===== src/rtl/trng_pkg.sv =====
// Shared constants and helpers for the ring-oscillator TRNG front end.
package trng_pkg;
  localparam int MAX_OSC = 8;

  // Prime stage counts keep the oscillators from phase-locking to one another.
  localparam logic [MAX_OSC-1:0][7:0] OSC_STAGES =
    {8'd41, 8'd37, 8'd31, 8'd29, 8'd23, 8'd19, 8'd17, 8'd13};

  function automatic int level_w(input int depth);
    return $clog2(depth + 1);
  endfunction
endpackage


===== src/rtl/ring_osc.sv =====
// Clocked behavioural stand-in for the hard ring-oscillator cell: toggles every
// STAGES cycles while enabled; the silicon build binds the real oscillator macro.
module ring_osc #(
  parameter int STAGES = 13
) (
  input  logic clk,
  input  logic rst_n,
  input  logic enable,
  output logic osc_out
);
  logic [7:0] cnt_reg;

  always_ff @(posedge clk or negedge rst_n) begin
    if (!rst_n) begin
      cnt_reg <= '0;
      osc_out <= 1'b0;
    end else if (enable) begin
      if (cnt_reg == 8'(STAGES - 1)) begin
        cnt_reg <= '0;
        osc_out <= ~osc_out;
      end else begin
        cnt_reg <= cnt_reg + 8'd1;
      end
    end
  end
endmodule


===== src/rtl/trng_word_fifo.sv =====
// First-word-fall-through word FIFO; a push into a full FIFO is accepted only
// when a pop happens in the same cycle. flush has priority over push/pop.
module trng_word_fifo import trng_pkg::*; #(
  parameter int WORD_W = 32,
  parameter int DEPTH  = 4
) (
  input  logic                      clk,
  input  logic                      rst_n,
  input  logic                      flush,
  input  logic                      push,
  input  logic [WORD_W-1:0]         push_data,
  input  logic                      pop,
  output logic [WORD_W-1:0]         rd_data,
  output logic                      empty,
  output logic                      full,
  output logic [level_w(DEPTH)-1:0] level
);
  localparam int PTR_W = (DEPTH > 1) ? $clog2(DEPTH) : 1;
  localparam int LVL_W = level_w(DEPTH);

  logic [WORD_W-1:0] mem [DEPTH];
  logic [PTR_W-1:0]  wr_ptr_reg, rd_ptr_reg;
  logic [LVL_W-1:0]  level_reg;
  logic              do_push, do_pop;

  assign empty   = (level_reg == '0);
  assign full    = (level_reg == LVL_W'(DEPTH));
  assign do_pop  = pop & ~empty;
  assign do_push = push & (~full | do_pop);
  assign rd_data = empty ? '0 : mem[rd_ptr_reg];
  assign level   = level_reg;

  always_ff @(posedge clk) begin
    if (do_push && !flush) mem[wr_ptr_reg] <= push_data;
  end

  always_ff @(posedge clk or negedge rst_n) begin
    if (!rst_n) begin
      wr_ptr_reg <= '0;
      rd_ptr_reg <= '0;
      level_reg  <= '0;
    end else if (flush) begin
      wr_ptr_reg <= '0;
      rd_ptr_reg <= '0;
      level_reg  <= '0;
    end else begin
      if (do_push) wr_ptr_reg <= wr_ptr_reg + PTR_W'(1);
      if (do_pop)  rd_ptr_reg <= rd_ptr_reg + PTR_W'(1);
      case ({do_push, do_pop})
        2'b10:   level_reg <= level_reg + LVL_W'(1);
        2'b01:   level_reg <= level_reg - LVL_W'(1);
        default: level_reg <= level_reg;
      endcase
    end
  end
endmodule


===== src/rtl/trng_entropy_pool.sv =====
// TRNG entropy pool: ring oscillators -> 2FF sync -> XOR -> sampled bits -> words -> FIFO.
// Build option TRNG_VN_DEBIAS_EN inserts a von Neumann corrector before the word packer.
module trng_entropy_pool import trng_pkg::*; #(
  parameter int NUM_OSC    = 4,
  parameter int WORD_W     = 32,
  parameter int FIFO_DEPTH = 4,
  parameter int DIV_W      = 16,
  parameter int RCT_CUTOFF = 32
) (
  input  logic                           clk,
  input  logic                           rst_n,
  input  logic                           enable,
  input  logic                           mode,
  input  logic                           sample_trig,
  input  logic [DIV_W-1:0]               clk_div,
  input  logic                           clear,
  output logic [NUM_OSC-1:0]             raw_osc,
  output logic [WORD_W-1:0]              word_data,
  output logic                           word_valid,
  input  logic                           word_ready,
  output logic [level_w(FIFO_DEPTH)-1:0] fifo_level,
  output logic [31:0]                    bit_count,
  output logic                           overflow,
  output logic                           health_fail,
  output logic                           osc_running
);
  localparam int CNT_W = $clog2(WORD_W + 1);
  localparam int RCT_W = $clog2(RCT_CUTOFF + 1);

  genvar gi;
  generate
    for (gi = 0; gi < NUM_OSC; gi++) begin : g_osc
      ring_osc #(.STAGES(int'(OSC_STAGES[gi]))) u_osc (
        .clk     (clk),
        .rst_n   (rst_n),
        .enable  (enable),
        .osc_out (raw_osc[gi])
      );
    end
  endgenerate

  logic [NUM_OSC-1:0] sync1_reg, sync2_reg;
  logic               trig_d_reg;
  logic               raw_bit;

  always_ff @(posedge clk or negedge rst_n) begin
    if (!rst_n) begin
      sync1_reg  <= '0;
      sync2_reg  <= '0;
      trig_d_reg <= 1'b0;
    end else begin
      sync1_reg  <= raw_osc;
      sync2_reg  <= sync1_reg;
      trig_d_reg <= sample_trig;
    end
  end

  assign raw_bit = ^sync2_reg;

  logic [DIV_W-1:0] div_cnt_reg, div_cnt_next, div_term;
  logic             div_tick, tick;

  assign div_term = (clk_div > DIV_W'(1)) ? clk_div - DIV_W'(1) : '0;

  // >= rather than == so shrinking clk_div mid-count does not wait for a wrap.
  always_comb begin
    div_tick     = 1'b0;
    div_cnt_next = '0;
    if (enable && mode) begin
      if (div_cnt_reg >= div_term) div_tick = 1'b1;
      else                         div_cnt_next = div_cnt_reg + DIV_W'(1);
    end
  end

  assign tick = enable & (mode ? div_tick : (sample_trig & ~trig_d_reg));

  logic accept, accept_bit;

`ifdef TRNG_VN_DEBIAS_EN
  logic pair_have_reg, pair_first_reg;

  // Pair (first, second): 01 -> 0, 10 -> 1, equal pairs are dropped.
  assign accept     = tick & pair_have_reg & (pair_first_reg != raw_bit);
  assign accept_bit = pair_first_reg;

  always_ff @(posedge clk or negedge rst_n) begin
    if (!rst_n) begin
      pair_have_reg  <= 1'b0;
      pair_first_reg <= 1'b0;
    end else if (clear) begin
      pair_have_reg  <= 1'b0;
      pair_first_reg <= 1'b0;
    end else if (tick) begin
      pair_have_reg <= ~pair_have_reg;
      if (!pair_have_reg) pair_first_reg <= raw_bit;
    end
  end
`else
  assign accept     = tick;
  assign accept_bit = raw_bit;
`endif

  logic [WORD_W-1:0] acc_reg;
  logic [CNT_W-1:0]  acc_cnt_reg;
  logic              word_done_reg;
  logic [RCT_W-1:0]  rct_cnt_reg, rct_next;
  logic              rct_last_reg;
  logic [31:0]       bit_count_reg;
  logic              overflow_reg, health_fail_reg;
  logic              push, pop, fifo_full, fifo_empty;

  assign pop  = word_valid & word_ready;
  assign push = word_done_reg & ~health_fail_reg;

  // Run length of the raw (pre-debias) bit, saturating at the cutoff.
  assign rct_next = (rct_cnt_reg != '0 && raw_bit == rct_last_reg)
                  ? ((rct_cnt_reg == RCT_W'(RCT_CUTOFF)) ? rct_cnt_reg : rct_cnt_reg + RCT_W'(1))
                  : RCT_W'(1);

  always_ff @(posedge clk or negedge rst_n) begin
    if (!rst_n) begin
      div_cnt_reg     <= '0;
      acc_reg         <= '0;
      acc_cnt_reg     <= '0;
      word_done_reg   <= 1'b0;
      rct_cnt_reg     <= '0;
      rct_last_reg    <= 1'b0;
      bit_count_reg   <= '0;
      overflow_reg    <= 1'b0;
      health_fail_reg <= 1'b0;
    end else if (clear) begin
      div_cnt_reg     <= '0;
      acc_reg         <= '0;
      acc_cnt_reg     <= '0;
      word_done_reg   <= 1'b0;
      rct_cnt_reg     <= '0;
      rct_last_reg    <= 1'b0;
      bit_count_reg   <= '0;
      overflow_reg    <= 1'b0;
      health_fail_reg <= 1'b0;
    end else begin
      div_cnt_reg   <= div_cnt_next;
      word_done_reg <= 1'b0;
      if (tick) begin
        rct_cnt_reg  <= rct_next;
        rct_last_reg <= raw_bit;
        if (rct_next == RCT_W'(RCT_CUTOFF)) health_fail_reg <= 1'b1;
      end
      if (accept) begin
        acc_reg       <= {acc_reg[WORD_W-2:0], accept_bit};
        bit_count_reg <= bit_count_reg + 32'd1;
        if (acc_cnt_reg == CNT_W'(WORD_W - 1)) begin
          acc_cnt_reg   <= '0;
          word_done_reg <= 1'b1;
        end else begin
          acc_cnt_reg <= acc_cnt_reg + CNT_W'(1);
        end
      end
      if (push && fifo_full && !pop) overflow_reg <= 1'b1;
    end
  end

  // acc_reg already holds the completed word during the push cycle.
  trng_word_fifo #(.WORD_W(WORD_W), .DEPTH(FIFO_DEPTH)) u_fifo (
    .clk       (clk),
    .rst_n     (rst_n),
    .flush     (clear),
    .push      (push),
    .push_data (acc_reg),
    .pop       (pop),
    .rd_data   (word_data),
    .empty     (fifo_empty),
    .full      (fifo_full),
    .level     (fifo_level)
  );

  assign word_valid  = ~fifo_empty;
  assign bit_count   = bit_count_reg;
  assign overflow    = overflow_reg;
  assign health_fail = health_fail_reg;
  assign osc_running = enable;
endmodule


===== config.mk =====
export PLATFORM = sky130hd
export DESIGN_NAME = trng_entropy_pool
export DESIGN_NICKNAME = d
export VERILOG_FILES = /design/src/rtl/trng_pkg.sv /design/src/rtl/ring_osc.sv /design/src/rtl/trng_word_fifo.sv /design/src/rtl/trng_entropy_pool.sv
export SDC_FILE = /design/constraint.sdc
export NUM_CORES = 1
export LEC_CHECK = 0
export ABC_CLOCK_PERIOD_IN_PS = 6400
export CAP_MARGIN = 25
export CORE_ASPECT_RATIO = 1.5
export CORE_UTILIZATION = 61
export DETAILED_ROUTE_END_ITERATION = 6
export GPL_ROUTABILITY_DRIVEN = 1
export PLACE_DENSITY = 0.94
export SLEW_MARGIN = 20
export SYNTH_ARGS = -nofsm -noshare
export SYNTH_HDL_FRONTEND = slang
export SYNTH_HIERARCHICAL = 1
export SYNTH_SLANG_ARGS = --single-unit
export TNS_END_PERCENT = 100

===== constraint.sdc =====
create_clock -name clk -period 6.4 [get_ports clk]
set_input_delay 1.28 -clock clk [delete_from_list [all_inputs] [get_ports clk]]
set_output_delay 1.28 -clock clk [all_outputs]
set_load 0.05 [all_outputs]

==> key figures <==
Run status
  • Outcome: completed

Drt
  • Vias post-DR: 8942
  • Router iterations before antenna repair: 5
  • # DRC: 0
  • Drt wl/cell: 18.8 um
  • Total Routed Length: 27300 um
  • DRT antenna net count: 0
  • Initial drt markers: 694
  • Via density: 6.16

Critical path
  • FF-to-FF setup slack: 3.43 ns
  • Setup crit start kind: primary input
  • Crit path launch: clk_div[6]
  • Critical Path End Type: flip-flop
  • Reg2reg path depth: 8
  • Critical path class: primary input to flip-flop
  • CP max FO: 25
  • Setup crit end: acc_reg[18]$_DFFE_PN0P_
  • CP Data Required Time: 6.81 ns
  • CP arrival: 5.70 ns
  • Reg-to-Reg End: acc_reg[18]$_DFFE_PN0P_
  • R2r startpoint: div_cnt_reg[13]$_DFF_PN0_

Floorplanning
  • Core area: 20600 um2
  • Die area: 21700 um2
  • Die Y-Extent: 180 um
  • Die Wd: 121 um
  • Initial Util: 0.626
  • I/O pins: 98
  • Row cnt: 64

Pwr
  • Cell leakage power: 5.70 nW
  • Max VDD drop: 0.251 mV
  • Power density cells: 272 nW/um2
  • Total power: 4.06 mW

Timing
  • Fmax: 0.189 GHz
  • Unrepaired setup endpoints after global routing: false
  • Slew Limit Headroom: 0.453
  • Tcrit/Tclk final: 0.827
  • Min cycle time layout: 5.29 ns
  • Setup TNS Final: 0 ns
  • Setup-failing EPs final: 0
  • Final hold vios: 0
  • Worst Tran Pin Value: 0.820 ns
  • Final Max Slew Viols: 0
  • Clk_skew: 0.0119 ns

Final layout
  • Layout area overhead: 16.0%
  • Largest register FFs: 128
  • Nets: 1228
  • Top reg by flops: u_fifo/mem
  • N_diodes: 0
  • Fraction of layout cells with a size suffix above 1: 0.104

Global route
  • Vias in the first global route: 9039
  • GRT overflow: 0
  • Met3 usage: 0.0330
  • Total GRT Usage: 0.262
  • First-pass GRT wire length: 45300 um
  • Gr busiest metal: met2
  • Pin count of the biggest net entering global routing: 85
  • Grt met2 use: 0.484
  • Initial antenna violation count: 0
  • Met1 usage in global routing: 0.312

Logic synthesis
  • #FFs+latches synth: 275
  • Synth cell count leaders: dfrtp_1 (147), nand2_1 (135), edfxtp_1 (128), nor2_1 (66), a21oi_1 (65)
  • Top post-synthesis cells by area: edfxtp_1 (30%), dfrtp_1 (29%), mux4_2 (5.6%)
  • Ys Warns: 6
  • Post-synth ARST share: 0.535
  • Count leader, synth: dfrtp_1
  • Syn nets: 1136
  • Cell variety after synth: 77
  • Sequential-to-total area share from yosys stat: 0.584
  • Synthesized area: 12900 um2
  • EDFF count, synth: 128
  • Post-synth top area cell: edfxtp_1
  • Synth top area share: 0.298
  • Synth Flop Type: dfrtp_1
  • Post-Synthesis Cells: 1077
  • Mean Syn Cell Area: 12.0 um2

Clocking
  • PostCTS Resize Cnt: 0
  • Reg clk slew, reported paths: 0.06 ns
  • Postcts setup bufs: 0
  • Clock Path Buffers: 3
  • Num CTS Buffers: 25
  • Root buffer cell: clkbuf_16
  • CTS Sinks: 275
  • CTS Hold Bufs: 0
  • CTS tree: built
  • Clock insertion delay at the later pin of the skew report: 0.51 ns
  • H-tree Lvls: 1

Run
  • Max cap viols: 0

Placed design
  • Routability cong.: 0.860
  • PortBufs: 97
  • Detail Placement HPWL: 16900 um

Hold path
  • Min-delay worst type: flip-flop to flip-flop
-- metal layers --
metal  vias to the layer above  routed length (um)
met2                       379               14800
met5                         -                   0
met4                         0                 743
met3                        74                1570
met1                      4427               10200
li1                       4062                   -
-- metrics by stage --
step / hold WS (ns) / worst slack (ns) / utilization / std cells / cell area [um2]
finish: 0.350 / 1.11 / 0.726 / 1451 / 14900
global route: 0.356 / 0.970 / 0.726 / 1451 / 14900
CTS: 0.352 / 1.21 / 0.726 / 1451 / 14900
detailed placement: 0.338 / 0.770 / 0.686 / 1406 / 14100
global placement: 0.333 / 0.985 / 0.686 / 1406 / 14100
floorplan: 0.331 / 1.53 / - / 1077 / 12900
-- report_power, final --
part	switching, mW	total, mW	internal (mW)	leakage (nW)
Sequential	0.127	2.07	1.95	3.21
Combinational	0.286	0.487	0.201	2.09
Clock	0.633	1.50	0.868	0.400
Total	1.05	4.06	3.02	5.70
-- cell type report --
| class | count | area [um2] |
|---|---|---|
| multi-input cells | 720 | 5040 |
| clock buffers | 33 | 676 |
| clock inverters | 12 | 148 |
| inverters | 33 | 124 |
| well taps | 264 | 330 |
| flip-flops and latches | 275 | 7520 |
| repair buffers | 114 | 1100 |
| fillers | 1273 | 5640 |
-- cell families (layout without fill, tap and decap cells) --
family | count (synthesis) | count (layout) | synth area share
compound gates | 154 | 154 | 0.0716
xor+xnor | 58 | 58 | 0.0400
fa+ha+maj | 36 | 36 | 0.0356
buf+inv | 82 | 192 | 0.0280
flops | 275 | 275 | 0.584
mux | 45 | 45 | 0.0674
simple gates | 427 | 427 | 0.173
-- worst min path at each step --
stage,from,end,slack (ns),cells past startpoint
after floorplan,sync1_reg[0]$_DFF_PN0_,sync2_reg[0]$_DFF_PN0_,0.33,0
after global placement,sync1_reg[3]$_DFF_PN0_,sync2_reg[3]$_DFF_PN0_,0.33,0
after detailed placement,sync1_reg[3]$_DFF_PN0_,sync2_reg[3]$_DFF_PN0_,0.34,0
after CTS,sync1_reg[3]$_DFF_PN0_,sync2_reg[3]$_DFF_PN0_,0.35,0
after global routing,sync1_reg[3]$_DFF_PN0_,sync2_reg[3]$_DFF_PN0_,0.36,0
final,sync1_reg[1]$_DFF_PN0_,sync2_reg[1]$_DFF_PN0_,0.35,0
-- placed cells by master (no fill, tap or decap), types with 6 or more instances in the layout --
cell / Yosys / layout
dfrtp_1: 147 / 146
mux4_2: 32 / 32
or3_1: 19 / 19
xnor2_1: 24 / 24
clkbuf_16: 0 / 25
o21ai_0: 34 / 34
nand2_1: 135 / 135
inv_1: 33 / 33
nor2_1: 66 / 66
nand4_1: 23 / 23
nand3_1: 36 / 36
nor2b_1: 42 / 42
nand2b_1: 15 / 15
nor4_1: 7 / 7
a21oi_1: 65 / 65
and2_1: 7 / 7
and3_1: 17 / 17
ha_1: 35 / 35
edfxtp_1: 128 / 128
clkbuf_1: 28 / 6
xor2_1: 33 / 33
buf_4: 6 / 18
o21ai_1: 9 / 9
clkdlybuf4s50_1: 0 / 95
nor3_1: 11 / 11
-- critical path, stage by stage --
cell and delay (ns):
clkdlybuf4s50_1 0.45, or3_1 0.44, nor4_1 0.45, nand2_1 0.18
nor4_1 0.26, xor2_1 0.18, nand2_1 0.07, ha_1 0.29
and4_1 0.26, nand4_1 0.22, or4_4 0.53, a31oi_4 0.41
buf_4 0.36, nand2_1 0.12, a21oi_1 0.19
(Power assumes the default switching activity.)
